## config.mk

```make
export PLATFORM = sky130hd
export DESIGN_NAME = conv_sequencer
export DESIGN_NICKNAME = d
export VERILOG_FILES = /design/src/rtl/conv_pkg.sv /design/src/rtl/wrap_counter.sv /design/src/rtl/conv_sequencer.sv
export SDC_FILE = /design/constraint.sdc
export NUM_CORES = 1
export LEC_CHECK = 0
export ABC_AREA = 1
export CAP_MARGIN = 15
export CORE_AREA = 2 2 72 74
export DETAILED_ROUTE_END_ITERATION = 16
export DIE_AREA = 0 0 74 76
export DONT_BUFFER_PORTS = 1
export HOLD_SLACK_MARGIN = 0.05
export PLACE_DENSITY = 0.78
export SYNTH_ARGS = -nofsm -noshare
export SYNTH_HDL_FRONTEND = slang
export SYNTH_HIERARCHICAL = 1
export SYNTH_SLANG_ARGS = --single-unit
```

## constraint.sdc

```tcl
create_clock -name clk -period 4.7 [get_ports clk]
set_clock_uncertainty 0.05 [all_clocks]
set_input_delay 0.705 -clock clk [delete_from_list [all_inputs] [get_ports clk]]
set_output_delay 0.705 -clock clk [all_outputs]
set_load 0.005 [all_outputs]
```

## src/rtl/conv_pkg.sv

```systemverilog
// Shared definitions for the convolution read sequencer.
// Holds the FSM state encoding and the default pipeline drain depth.
package conv_pkg;

    typedef enum logic [2:0] {
        S_IDLE  = 3'd0,
        S_RUN   = 3'd1,
        S_HOLD  = 3'd2,
        S_FLUSH = 3'd3,
        S_DONE  = 3'd4
    } state_t;

    localparam int PIPE_DEPTH_DEF = 2;

endpackage

```

## src/rtl/wrap_counter.sv

```systemverilog
// Up-counter that wraps to zero after reaching a programmable terminal count.
// Ports: clk, rst (async active-low), clr (sync zero), en, last, count, wrap.
module wrap_counter #(
    parameter int WIDTH = 8
) (
    input  logic             clk,
    input  logic             rst,
    input  logic             clr,
    input  logic             en,
    input  logic [WIDTH-1:0] last,
    output logic [WIDTH-1:0] count,
    output logic             wrap
);

    assign wrap = en && (count == last);

    always_ff @(posedge clk or negedge rst) begin
        if (!rst) begin
            count <= '0;
        end else if (clr) begin
            count <= '0;
        end else if (en) begin
            count <= wrap ? '0 : count + WIDTH'(1);
        end
    end

endmodule

```

## src/rtl/conv_sequencer.sv

```systemverilog
// Issues filter-window read addresses, handles backpressure and drains the pipeline.
// Ports: clk, rst, start, cfg_*, stall_in -> rd_en, rd_addr, stall_out, co_filter_out, done_out, busy.
module conv_sequencer
    import conv_pkg::*;
#(
    parameter int ADDR_WIDTH = 8,
    parameter int CNT_WIDTH  = 8,
    parameter int PIPE_DEPTH = PIPE_DEPTH_DEF
) (
    input  logic                  clk,
    input  logic                  rst,
    input  logic                  start,
    input  logic [ADDR_WIDTH-1:0] cfg_base,
    input  logic [CNT_WIDTH-1:0]  cfg_filter_len,
    input  logic [CNT_WIDTH-1:0]  cfg_num_filters,
    input  logic                  stall_in,
    output logic                  rd_en,
    output logic [ADDR_WIDTH-1:0] rd_addr,
    output logic                  stall_out,
    output logic                  co_filter_out,
    output logic                  done_out,
    output logic                  busy
);

    localparam int DW = $clog2(PIPE_DEPTH + 2);

    state_t                state;
    state_t                ret_state;
    logic [CNT_WIDTH-1:0]  len_q;
    logic [CNT_WIDTH-1:0]  nf_q;
    logic [ADDR_WIDTH-1:0] addr_q;
    logic [DW-1:0]         drain;

    logic                  issue;
    logic                  accept;
    logic [CNT_WIDTH-1:0]  elem;
    logic [CNT_WIDTH-1:0]  filt;
    logic                  elem_wrap;
    logic                  filt_wrap;
    logic                  last_issue;

    assign issue  = (state == S_RUN) && !stall_in;
    assign accept = (state == S_IDLE) && start;

    wrap_counter #(.WIDTH(CNT_WIDTH)) u_elem (
        .clk   (clk),
        .rst   (rst),
        .clr   (accept),
        .en    (issue),
        .last  (len_q - CNT_WIDTH'(1)),
        .count (elem),
        .wrap  (elem_wrap)
    );

    wrap_counter #(.WIDTH(CNT_WIDTH)) u_filt (
        .clk   (clk),
        .rst   (rst),
        .clr   (accept),
        .en    (elem_wrap),
        .last  (nf_q - CNT_WIDTH'(1)),
        .count (filt),
        .wrap  (filt_wrap)
    );

    assign last_issue = elem_wrap && filt_wrap;

    // FLUSH runs PIPE_DEPTH drain cycles plus the hand-off cycle into DONE,
    // so done_out lands N+PIPE_DEPTH+1 cycles after the first issue.
    always_ff @(posedge clk or negedge rst) begin
        if (!rst) begin
            state     <= S_IDLE;
            ret_state <= S_RUN;
            len_q     <= '0;
            nf_q      <= '0;
            addr_q    <= '0;
            drain     <= '0;
        end else begin
            unique case (state)
                S_IDLE: begin
                    if (start) begin
                        len_q  <= cfg_filter_len;
                        nf_q   <= cfg_num_filters;
                        addr_q <= cfg_base;
                        drain  <= '0;
                        if (cfg_filter_len == '0 || cfg_num_filters == '0)
                            state <= S_DONE;
                        else
                            state <= S_RUN;
                    end
                end
                S_RUN: begin
                    if (stall_in) begin
                        state     <= S_HOLD;
                        ret_state <= S_RUN;
                    end else begin
                        addr_q <= addr_q + ADDR_WIDTH'(1);
                        if (last_issue) begin
                            state <= S_FLUSH;
                            drain <= '0;
                        end
                    end
                end
                S_HOLD: begin
                    if (!stall_in)
                        state <= ret_state;
                end
                S_FLUSH: begin
                    if (stall_in) begin
                        state     <= S_HOLD;
                        ret_state <= S_FLUSH;
                    end else if (drain == DW'(PIPE_DEPTH)) begin
                        state <= S_DONE;
                    end else begin
                        drain <= drain + DW'(1);
                    end
                end
                S_DONE: begin
                    state <= S_IDLE;
                end
                default: begin
                    state <= S_IDLE;
                end
            endcase
        end
    end

    assign rd_en         = issue;
    assign rd_addr       = addr_q;
    assign co_filter_out = elem_wrap;
    assign stall_out     = (state == S_HOLD);
    assign done_out      = (state == S_DONE);
    assign busy          = (state != S_IDLE);

endmodule

```

# == Word-level counts from Yosys, hierarchy flattened ==
# Cells that the tools add are included.
# totals
ff_bits,48
in_bits,28
out_inout_bits,13
word_cells,78
# classes
n_addsub,6
eq_ne,17
mux,26
n_reduce_logical,21
# op_table
operator,n
$mux 8,8
$mux 3,9
$add 8x1->8 const B,3
$eq 8x8->1,2
$logic_not 8->1,2
$ne 2x2->1 const B,8
$pmux 8 s2,1
$sub 8x1->8 const B,2
$pmux 3 s4,1
$mux 2,5
$reduce_bool 2->1,4
$eq 3x2->1 const B,2
$ne 3x3->1 const B,2
$pmux 2 s3,1
$pmux 3 s2,1
$reduce_and 3->1,2
$reduce_and 6->1,1
$reduce_bool 3->1,2
$logic_and 1x1->1,5
$reduce_and 4->1,1
$eq 3x1->1 const B,1
$eq 3x3->1 const B,1
$logic_not 3->1,1
$add 2x1->2 const B,1
4 further kinds,4

# == Longest topological paths before layout ==
# depth
depth_word,8
depth_mapped,25
mapped_depth_nobuf,25

# == By module ==
# The synthesis kept the hierarchy.
# by_module_without_submodules
module,instances,cells_each,area_per_inst_um2,seq_area_each_um2
conv_sequencer,1,264,1889.3,750.7
wrap_counter,2,87,625.6,200.2

# == Worst setup path before layout ==
# OpenSTA, ideal clock, no wires.
# synth_path
path_type,reg-to-reg
start,register state[1]
end,register drain[0]
setup_time_ps,116
arrival_time_ps,2642
required_time_ps,4534
slack_ps,1892
stages_incl_launch_ff,23
path_buffers,0
synth_period_minus_slack_ps,2808
cell_sequence,dfrtp_1 -> nor2_4 -> nand2_4 -> nor2_1 -> inv_2 -> a21oi_2 -> nand2_1 -> nor2_2 -> nand3_4 -> inv_1 -> inv_2 -> a21oi_2 -> nand2_1 -> nor2_2 -> nand3_4 -> inv_1 -> nand2_1 -> nand3_1 -> nand2_1 -> nor2_1 -> nand2_1 -> nand2_1 -> nand2_1
# synth_via
elab_chain_len,7
elab_cells_between_ends,15
cone_classes,7 x eq/ne; 1 x mux; 7 x reduce/logical
# synth_lines
element,line,text
from (decl),conv_sequencer.sv:27,state_t state;
from (signal assigned),conv_sequencer.sv:105,state <= ret_state;
$eq 3x1->1,conv_sequencer.sv:42,assign issue = (state == S_RUN) && !stall_in;
$logic_and 1x1->1,conv_sequencer.sv:42,
net rd_en,conv_sequencer.sv:17,"output logic rd_en,"
$logic_and 1x1->1,wrap_counter.sv:15,assign wrap = en && (count == last);
net co_filter_out,conv_sequencer.sv:20,"output logic co_filter_out,"
$logic_and 1x1->1,wrap_counter.sv:15,
net filt_wrap,conv_sequencer.sv:39,logic filt_wrap;
$logic_and 1x1->1,conv_sequencer.sv:65,assign last_issue = elem_wrap && filt_wrap;
$ne 2x2->1 (no source line),n/a,
$reduce_and 6->1 (no source line),n/a,
to (signal assigned),conv_sequencer.sv:114,drain <= drain + DW'(1);
to (decl),conv_sequencer.sv:32,logic [DW-1:0] drain;
# The timed path passes the listed nets, and every way through them passes these cells.
# A chain may end at the register's enable or synchronous reset.

# == Worst setup path in the final report ==
# layout_path
start,register state[1]
end,register drain[1]
# The elaborated chain is that of the path after synthesis.

==> summary.txt <==
Status
  • Outcome: finished clean

Logic synthesis
  • Synthesized Nets: 472
  • Distinct cells, synth: 32
  • Syn. warnings: 6
  • Number of synthesized flops with an enable pin: 0
  • Post-synth ARST share: 1.00
  • Synth Flop Type: dfrtp_1
  • Leading area contributor after synthesis: dfrtp_1
  • Post-Syn Area: 3140 um^2
  • Mapped Cells: 438
  • Most common cell in the netlist: nand2_1
  • Largest cells by area after synthesis: dfrtp_1 (37%), nand2_1 (15%), inv_1 (7.9%)
  • Syn_area_per_cell: 7.17 um^2
  • Post-synthesis sequential area ratio: 0.367
  • Synthesized flop and latch total: 46
  • Synth top cells by count: nand2_1 (125), inv_1 (66), dfrtp_1 (46)
  • Synth top area share: 0.367

STA
  • Final setup fails: 0
  • Final-report max-slew violation count: 0
  • Final setup margin: 1.45 ns
  • Slew HR: 0.548
  • Final Hold Viols: 0
  • WHS: 0.180 ns
  • RSZ-0062 raised after global routing: no
  • Max frequency: 0.308 GHz
  • Final period util: 0.691
  • Final min period: 3.25 ns
  • Worst-margin pin slew: 0.677 ns
  • Setup total negative slack: 0 ns

Global routing
  • First-pass GRT wire length: 10600 um
  • Pin count of the biggest net entering global routing: 47
  • GR Overflow Total: 0
  • Vias in the first global route: 2533
  • Tot GR Track Use: 0.237
  • Initial antenna violation count: 0

Hold path
  • Hold Path Class: in2async

Clock network
  • Post-cts sizing count: 0
  • Cts bufs inserted: 5
  • Worst skew pair latency: 0.31 ns
  • Worst-path clk slew: 0.09 ns
  • H-tree depth: 2
  • Root Buffer: clkbuf_8
  • Setup bufs post-CTS: 0
  • Hold_buf cts: 1
  • Max Root-Sink Buffers: 2
  • CTS tree: yes
  • Sink Count: 46

Placement
  • HPWL Detailed: 4750 um
  • GP Congestion: 0.892
  • Buffers on Ports: 0
  • Placed cell area: 3190 um^2
  • Pre-CTS WS: 1.46 ns
  • # placed instances: 503

Setup path
  • Worst EP arrival: 3.40 ns
  • Critical-path cell list: nor2_4 -> nand2_4 -> nor2_1 -> inv_2 -> a21oi_2 -> nand2_1 -> nor2_2 -> nand3_4 -> inv_1 -> inv_2 -> a21oi_2 -> nand2_1 -> nor2_2 -> nand3_4 -> inv_1 -> nand2_1 -> nand3_1 -> nand2_1 -> nor2_1 -> nand2_1 -> nand2_1 -> nand2_1
  • Worst setup path start: state[1]
  • CP Buf/Inv Count: 4
  • Reg2reg start: state[1]
  • CP required: 4.85 ns
  • Crit path max-delay family: simple AND/OR/NAND/NOR gates
  • Kind of start point of the critical path: flip-flop
  • Number of stages on the worst setup path: 22
  • Slowest CP cell: dfrtp_1
  • Cell mode on critical path: nand2_1
  • Setup CP Type: reg2reg
  • Crit. End Element: flip-flop
  • Reg2reg path depth: 22
  • Critical-path maximum fanout: 8
  • Biggest cell delay along the critical path: 0.45 ns

Routing
  • WL/cell: 12.0 um
  • Final WL: 6130 um
  • Vias/cell: 5.04
  • Via count: 2581
  • Final ANT Viol Nets: 0
  • Drc violations: 0
  • 1st-iter DRT viols: 97
  • Drt first pass iters: 5

Finish
  • Post-Layout Cell Count: 512
  • Layout cells sized above 1: 0.138
  • P&R area growth vs syn: 5.38%
  • Final Cell Area: 3310 um^2
  • Fillcell total: 433
  • Final core utilization: 0.674
  • Area taken by flip-flops and latches: 1150 um^2
  • Multi-input combinational cell area: 1650 um^2
  • Diodes inserted: 0
  • # nets final: 475

Floorplan
  • Die ar.: 5620 um^2
  • Top Ports: 41
  • Initial Utilization: 0.639
  • Die Y: 76 um
  • Core Region: 4910 um^2
  • Rows: 26
  • DIE WIDTH: 74 um

Power and ir drop
  • Power, Total: 1.92 mW
  • Worst vdd ir: 0.353 mV
  • Pwr dens: 580 nW/um^2
  • P_leak: 1.70 nW

Flow run
  • Max_cap viols: 0
routing by layer:
metal	part of all wire	track usage	wire, um	up-vias
met4	0.026	0.0927	157	0
li1	-	-	-	1336
met5	0	0	0	-
met3	0.035	0.0384	213	18
met1	0.43	0.284	2630	1173
met2	0.51	0.414	3120	54
power breakdown:
part	switching, mW	total, mW	internal [mW]	leakage, nW
logic	0.626	0.993	0.367	1.07
clock network	0.143	0.249	0.106	0.0408
registers	0.153	0.678	0.525	0.593
cell usage in the layout, fill, tap and decap left out, drive strengths merged:
cell type | synthesis | routed
clkinvlp | 0 | 2
ha | 6 | 6
dfrtp | 46 | 46
o21a | 2 | 2
nand2 | 134 | 134
nand3b | 1 | 1
or2 | 6 | 6
buf | 4 | 1
clkbuf | 1 | 5
a21oi | 8 | 8
clkinv | 2 | 2
nand3 | 33 | 33
nand4 | 3 | 3
nor2 | 56 | 56
xnor2 | 6 | 6
o21ai | 25 | 25
xor2 | 21 | 21
inv | 78 | 79
a31oi | 1 | 1
nor3 | 5 | 5
sequential cells by signal, summed over array words and instances (netlist names):
name,cells
rd_addr,8
u_filt/count,8
drain,2
ret_state,1
u_elem/count,8
state,3
nf_q,8
len_q,8
logic make-up (layout without fill, tap and decap cells):
group,Yosys count,in the layout,share of synthesized area
compound gates,36,36,0.0618
xor+xnor,27,27,0.0753
buf+inv,85,89,0.110
fa+ha+maj,6,6,0.0239
simple gates,238,238,0.363
flops,46,46,0.367
area by class of cell:
class | count | share of cell area
clock buffer | 5 | 0.0208
clock inverter | 3 | 0.00718
inverter | 80 | 0.0922
multi-input combinational | 307 | 0.497
sequential | 46 | 0.348
tap | 70 | 0.0265
timing repair buffer | 1 | 0.00832
worst register-to-register path, delay by kind of cell, from the launching register on:
family,cells,cell delay [ns]
compound gates,2,0.22
buf+inv,4,0.46
flops,1,0.45
simple gates,16,1.96
final timing paths:
check,to,slack (ns)
max,drain[1],1.45
min,len_q[0],0.18
max reg2reg,drain[1],1.45
min reg2reg,ret_state[1],0.45
max in group asynchronous,rd_addr[6],4.20
min in group clk,ret_state[1],0.45
Power figures use the tool's default switching activity.
